### src/rtl/demorgan_sweep.sv
// demorgan_sweep
// Exhaustive De Morgan checker for WIDTH inputs. A start pulse walks a
// counter through every input vector, one per cycle. Each vector is evaluated
// in both gate forms (inverted inputs vs. inverted output) for both laws.
// The results are registered, and failing vectors are counted. The lowest
// failing vector is recorded. The inject input flips the right-hand sides so
// that a bench can confirm that mismatches are caught.
//
// Ports:
//   clk         rising-edge clock
//   reset       asynchronous active-high reset, clears all state
//   start       begin a sweep (honoured in IDLE or DONE only)
//   pause       freeze the sweep in place while high
//   inject[1:0] bit0 flips law1_rhs, bit1 flips law2_rhs at the evaluating edge
//   vec         vector that the current result belongs to
//   law1_lhs    &(~vec)
//   law1_rhs    ~(|vec) ^ inject[0]
//   law2_lhs    |(~vec)
//   law2_rhs    ~(&vec) ^ inject[1]
//   valid       result outputs carry a fresh evaluation this cycle
//   busy        sweep in progress
//   done        sweep finished, results held
//   fail_cnt    failing vectors in the current or last sweep
//   fail_seen   at least one failure in this sweep
//   first_fail  lowest-numbered failing vector (meaningful when fail_seen)
//
// state   | meaning
// --------+--------------------------------------------------------------
// S_IDLE  | out of reset, waiting for start
// S_SWEEP | evaluating one vector per unpaused cycle until cnt reaches 2^WIDTH
// S_DONE  | sweep complete, results and fail state held, start re-arms

module demorgan_sweep #(
   parameter int WIDTH = 2
) (
   input  logic             clk,
   input  logic             reset,
   input  logic             start,
   input  logic             pause,
   input  logic [1:0]       inject,
   output logic [WIDTH-1:0] vec,
   output logic             law1_lhs,
   output logic             law1_rhs,
   output logic             law2_lhs,
   output logic             law2_rhs,
   output logic             valid,
   output logic             busy,
   output logic             done,
   output logic [WIDTH:0]   fail_cnt,
   output logic             fail_seen,
   output logic [WIDTH-1:0] first_fail
);

   typedef enum logic [1:0] {
      S_IDLE  = 2'd0,
      S_SWEEP = 2'd1,
      S_DONE  = 2'd2
   } state_t;

   state_t state, state_nxt;

   // The counter is one bit wider than the vector. Its MSB becomes set only
   // after the all-ones vector has been evaluated, so the vector never wraps.
   logic [WIDTH:0]   cnt;
   logic             term;
   logic             go;
   logic             eval;
   logic [WIDTH-1:0] cur_vec;
   logic             e_l1l, e_l1r, e_l2l, e_l2r;
   logic             e_fail;

   assign term    = cnt[WIDTH];
   assign go      = start && (state != S_SWEEP);
   assign eval    = (state == S_SWEEP) && !pause && !term;
   assign cur_vec = cnt[WIDTH-1:0];

   assign e_l1l  = &(~cur_vec);
   assign e_l1r  = ~(|cur_vec) ^ inject[0];
   assign e_l2l  = |(~cur_vec);
   assign e_l2r  = ~(&cur_vec) ^ inject[1];
   assign e_fail = (e_l1l != e_l1r) || (e_l2l != e_l2r);

   always_ff @(posedge clk or posedge reset) begin
      if (reset) state <= S_IDLE;
      else       state <= state_nxt;
   end

   // The terminal cycle also respects pause, so each paused cycle shifts
   // entry into DONE by one edge.
   always_comb begin
      state_nxt = state;
      case (state)
         S_IDLE:  if (start) state_nxt = S_SWEEP;
         S_SWEEP: if (!pause && term) state_nxt = S_DONE;
         S_DONE:  if (start) state_nxt = S_SWEEP;
         default: state_nxt = S_IDLE;
      endcase
   end

   always_ff @(posedge clk or posedge reset) begin
      if (reset) begin
         cnt        <= '0;
         vec        <= '0;
         law1_lhs   <= 1'b0;
         law1_rhs   <= 1'b0;
         law2_lhs   <= 1'b0;
         law2_rhs   <= 1'b0;
         valid      <= 1'b0;
         fail_cnt   <= '0;
         fail_seen  <= 1'b0;
         first_fail <= '0;
      end else if (go) begin
         // The previous results stay visible until the first new result.
         cnt        <= '0;
         valid      <= 1'b0;
         fail_cnt   <= '0;
         fail_seen  <= 1'b0;
         first_fail <= '0;
      end else if (eval) begin
         cnt      <= cnt + 1'b1;
         vec      <= cur_vec;
         law1_lhs <= e_l1l;
         law1_rhs <= e_l1r;
         law2_lhs <= e_l2l;
         law2_rhs <= e_l2r;
         valid    <= 1'b1;
         if (e_fail) begin
            fail_cnt <= fail_cnt + 1'b1;
            if (!fail_seen) begin
               fail_seen  <= 1'b1;
               first_fail <= cur_vec;
            end
         end
      end else begin
         valid <= 1'b0;
      end
   end

   assign busy = (state == S_SWEEP);
   assign done = (state == S_DONE);

endmodule

### config.mk
export PLATFORM = sky130hd
export DESIGN_NAME = demorgan_sweep
export DESIGN_NICKNAME = d
export VERILOG_FILES = /design/src/rtl/demorgan_sweep.sv
export SDC_FILE = /design/constraint.sdc
export NUM_CORES = 1
export LEC_CHECK = 0
export ABC_AREA = 1
export CORE_MARGIN = 2
export CORE_UTILIZATION = 40
export CTS_CLUSTER_DIAMETER = 200
export DETAILED_ROUTE_END_ITERATION = 7
export HOLD_SLACK_MARGIN = 0.06
export PLACE_DENSITY = 0.7
export SKIP_CTS_REPAIR_TIMING = 1
export SLEW_MARGIN = 40
export SYNTH_ARGS = -nofsm -noshare
export SYNTH_HDL_FRONTEND = slang
export SYNTH_SLANG_ARGS = --single-unit
export TNS_END_PERCENT = 100
### constraint.sdc
create_clock -name clk -period 2 [get_ports clk]
set_input_delay 0.4 -clock clk [delete_from_list [all_inputs] [get_ports clk]]
set_output_delay 0.4 -clock clk [all_outputs]
set_load 0.01 [all_outputs]
==> impl_results.md, run 1 <==
- Initial detailed-routing violation count: 12
- Power Dens Cells: 1492 mW/mm2
- Peak VDD IR: 0.0007670 V
- Psw: 0.6033 mW
- Core Footprint: 0.001942 mm2
- WP data arrival: 1440 ps
- Final min period: 1840 ps
- Worst path required time: 1600 ps
- Die footprint: 0.002434 mm2
- Final setup viols: 0
- Tot Pwr: 1.618 mW
- Synth unique cells: 18
- Avg Cell Area, Syn: 9.341 um2
- Non-filler cells, final: 138
- Yosys reg bits: 18
- Dpl ws: 387.3 ps
- Startpoint Class: flip-flop
- Crit Path Class: flip-flop to primary output
- RD Place Congestion: 0.7797
- I/O pin total: 21
- Syn Inst Count: 88
- Pre-Repair DR Iteration Count: 3
- Average wire per standard cell: 10.87 um
- Int Pwr: 1.015 mW
- ANT cells: 0
- Final Max Tran Viols: 0
- Post-layout util: 0.5586
- Final hold violations: 0
- Global route overflow: 0
- Worst-Skew Late Latency: 290 ps
- Rows: 16
- Status: complete, no violations
- Root Buffer: clkbuf_4
- Number of global-route vias before repair: 601
- Clock Path Buffers: 2
- Switch share: 0.3728
- Initial antenna violation count: 0
- RSZ-0062 raised after global routing: no
- Final WS setup: 159.9 ps
- CTS tree: done
- Via count: 624
- Commonest cells after routing, fill and taps aside: 22 x nand2_1, 20 x clkdlybuf4s50_1, 18 x dfrtp_1
- Num CTS Buffers: 3
- DP Area: 0.001049 mm2
- Sequential fraction of design power: 0.387
- Max_cap viols: 0
- Die H: 49.34 um
- Worst Skew: 2.148 ps
- Lkg Pwr: 0.5289 nW
- PortBufs: 20
- Crit. End Element: primary output
- Drt total wl: 1500 um
- Seq/Total Area, Yosys: 0.5479
- DRC: 0
- Post-route ant nets: 0
- Clock transition at path regs: 100 ps
- Fmax: 0.5435 GHz
- Total track usage: 0.1405
- H-tree depth: 1
- Yosys synthesis warning count: 0
- Mapped Area: 822.0 um2
- Logic pwr share: 0.476
- Commonest non-fill, non-tap cell in the layout: nand2_1
- Hold Worst Slack: 488.8 ps
- Worst hold path type: input port to asynchronous set/reset pin
- Share of layout cells above drive strength 1: 0.1171
- Placed cells: 134
- Finished Cell Area: 0.001085 mm2
- Vias per cell: 4.522
- First-pass GRT wire length: 2608 um
- Dpl hpwl: 1127 um
- Largest net degree at the start of global routing: 19
- Nets: 121
- TNS Setup: 0 ps
- Clock sink count: 18
- Slew headroom: 0.5598
- Worst-path maximum fanout: 2
- Final Cycle Share: 0.9200
- Slew at the pin closest to its max-slew limit: 659.5 ps
- Post-Syn Nets: 97
- Starting Density: 0.4233
- Die span in x: 49.34 um
- Area delta synth->final: 31.96%
- Clk pwr share: 0.137
==> kinds of logic after synthesis <==
kind of cell             after synthesis  synth area share
AO/OA/AOI/OAI                         12           0.07916
AND/OR/NAND/NOR                       40            0.2359
XOR/XNOR                               3           0.03197
flip-flops                            18            0.5479
adder cells (fa/ha/maj)                3           0.04567
buffers and inverters                 12           0.05936
==> routing by layer <==
metal	vias up	global-route usage	part of all wire
li1	324	-	-
met1	286	0.1896	0.50
met2	14	0.2117	0.44
met3	0	0.05828	0.057
met4	0	0.02857	0
met5	-	0	0
==> cell type report <==
type,count,area (um2)
Clock buffer,4,36.28
Sequential cell,18,450.4
Tap cell,27,33.78
Multi-Input combinational cell,58,322.8
Timing Repair Buffer,20,200.2
Inverter,11,41.29
Fill cell,180,857.1
==> synth_stat cells <==
master / number / area share
nor2_2: 1 / 0.0076
nand2_1: 22 / 0.10
a21boi_0: 1 / 0.0091
nand3_1: 7 / 0.043
buf_4: 1 / 0.0091
o21ai_0: 10 / 0.061
nand2_2: 3 / 0.023
nand2_4: 1 / 0.014
inv_1: 10 / 0.046
nor2_1: 3 / 0.014
o21a_1: 1 / 0.0091
nor2_4: 2 / 0.027
inv_2: 1 / 0.0046
dfrtp_1: 18 / 0.55
ha_1: 3 / 0.046
xor2_1: 2 / 0.021
or2_2: 1 / 0.0076
xnor2_1: 1 / 0.011
==> final timing paths <==
path                       cells past startpoint  slack (ps)       endpoint     startpoint
max reg2reg                                    7         780  first_fail[1]       state[1]
min reg2reg                                    2         490  first_fail[0]  first_fail[0]
min                                            2         490       state[0]          reset
min in group clk                               2         490  first_fail[0]  first_fail[0]
max                                            3         160           done       state[1]
max in group asynchronous                      2        1090         vec[1]          reset
==> critical path, cell delays in order (launching register included) <==
cell and delay [ps]:
dfrtp_1 410, inv_1 70, nor2_1 110, clkdlybuf4s50_1 550
==> sequential cells by signal, summed over array words and instances (netlist names) <==
name        flops
cnt             3
fail_cnt        3
first_fail      2
state           2
vec             2
fail_seen       1
law1_lhs        1
law1_rhs        1
law2_lhs        1
law2_rhs        1
valid           1
==> power by group through the flow <==
stage | Combinational, mW | Clock, mW | Sequential (mW)
floorplan | 0.377 | 0 | 0.679
global placement | 0.767 | 0 | 0.629
global route | 0.862 | 0.249 | 0.647
finish | 0.770 | 0.222 | 0.626
detailed placement | 0.774 | 0 | 0.632
CTS | 0.779 | 0.233 | 0.627
Note: power is estimated with default switching activity, not from simulation.
==> run 2, diff against run 1 <==
ABC_CLOCK_PERIOD_IN_PS = 2000   (was default)
==> results of run 2 <==
Final layout, timing and power as in run 1 (identical DEF).
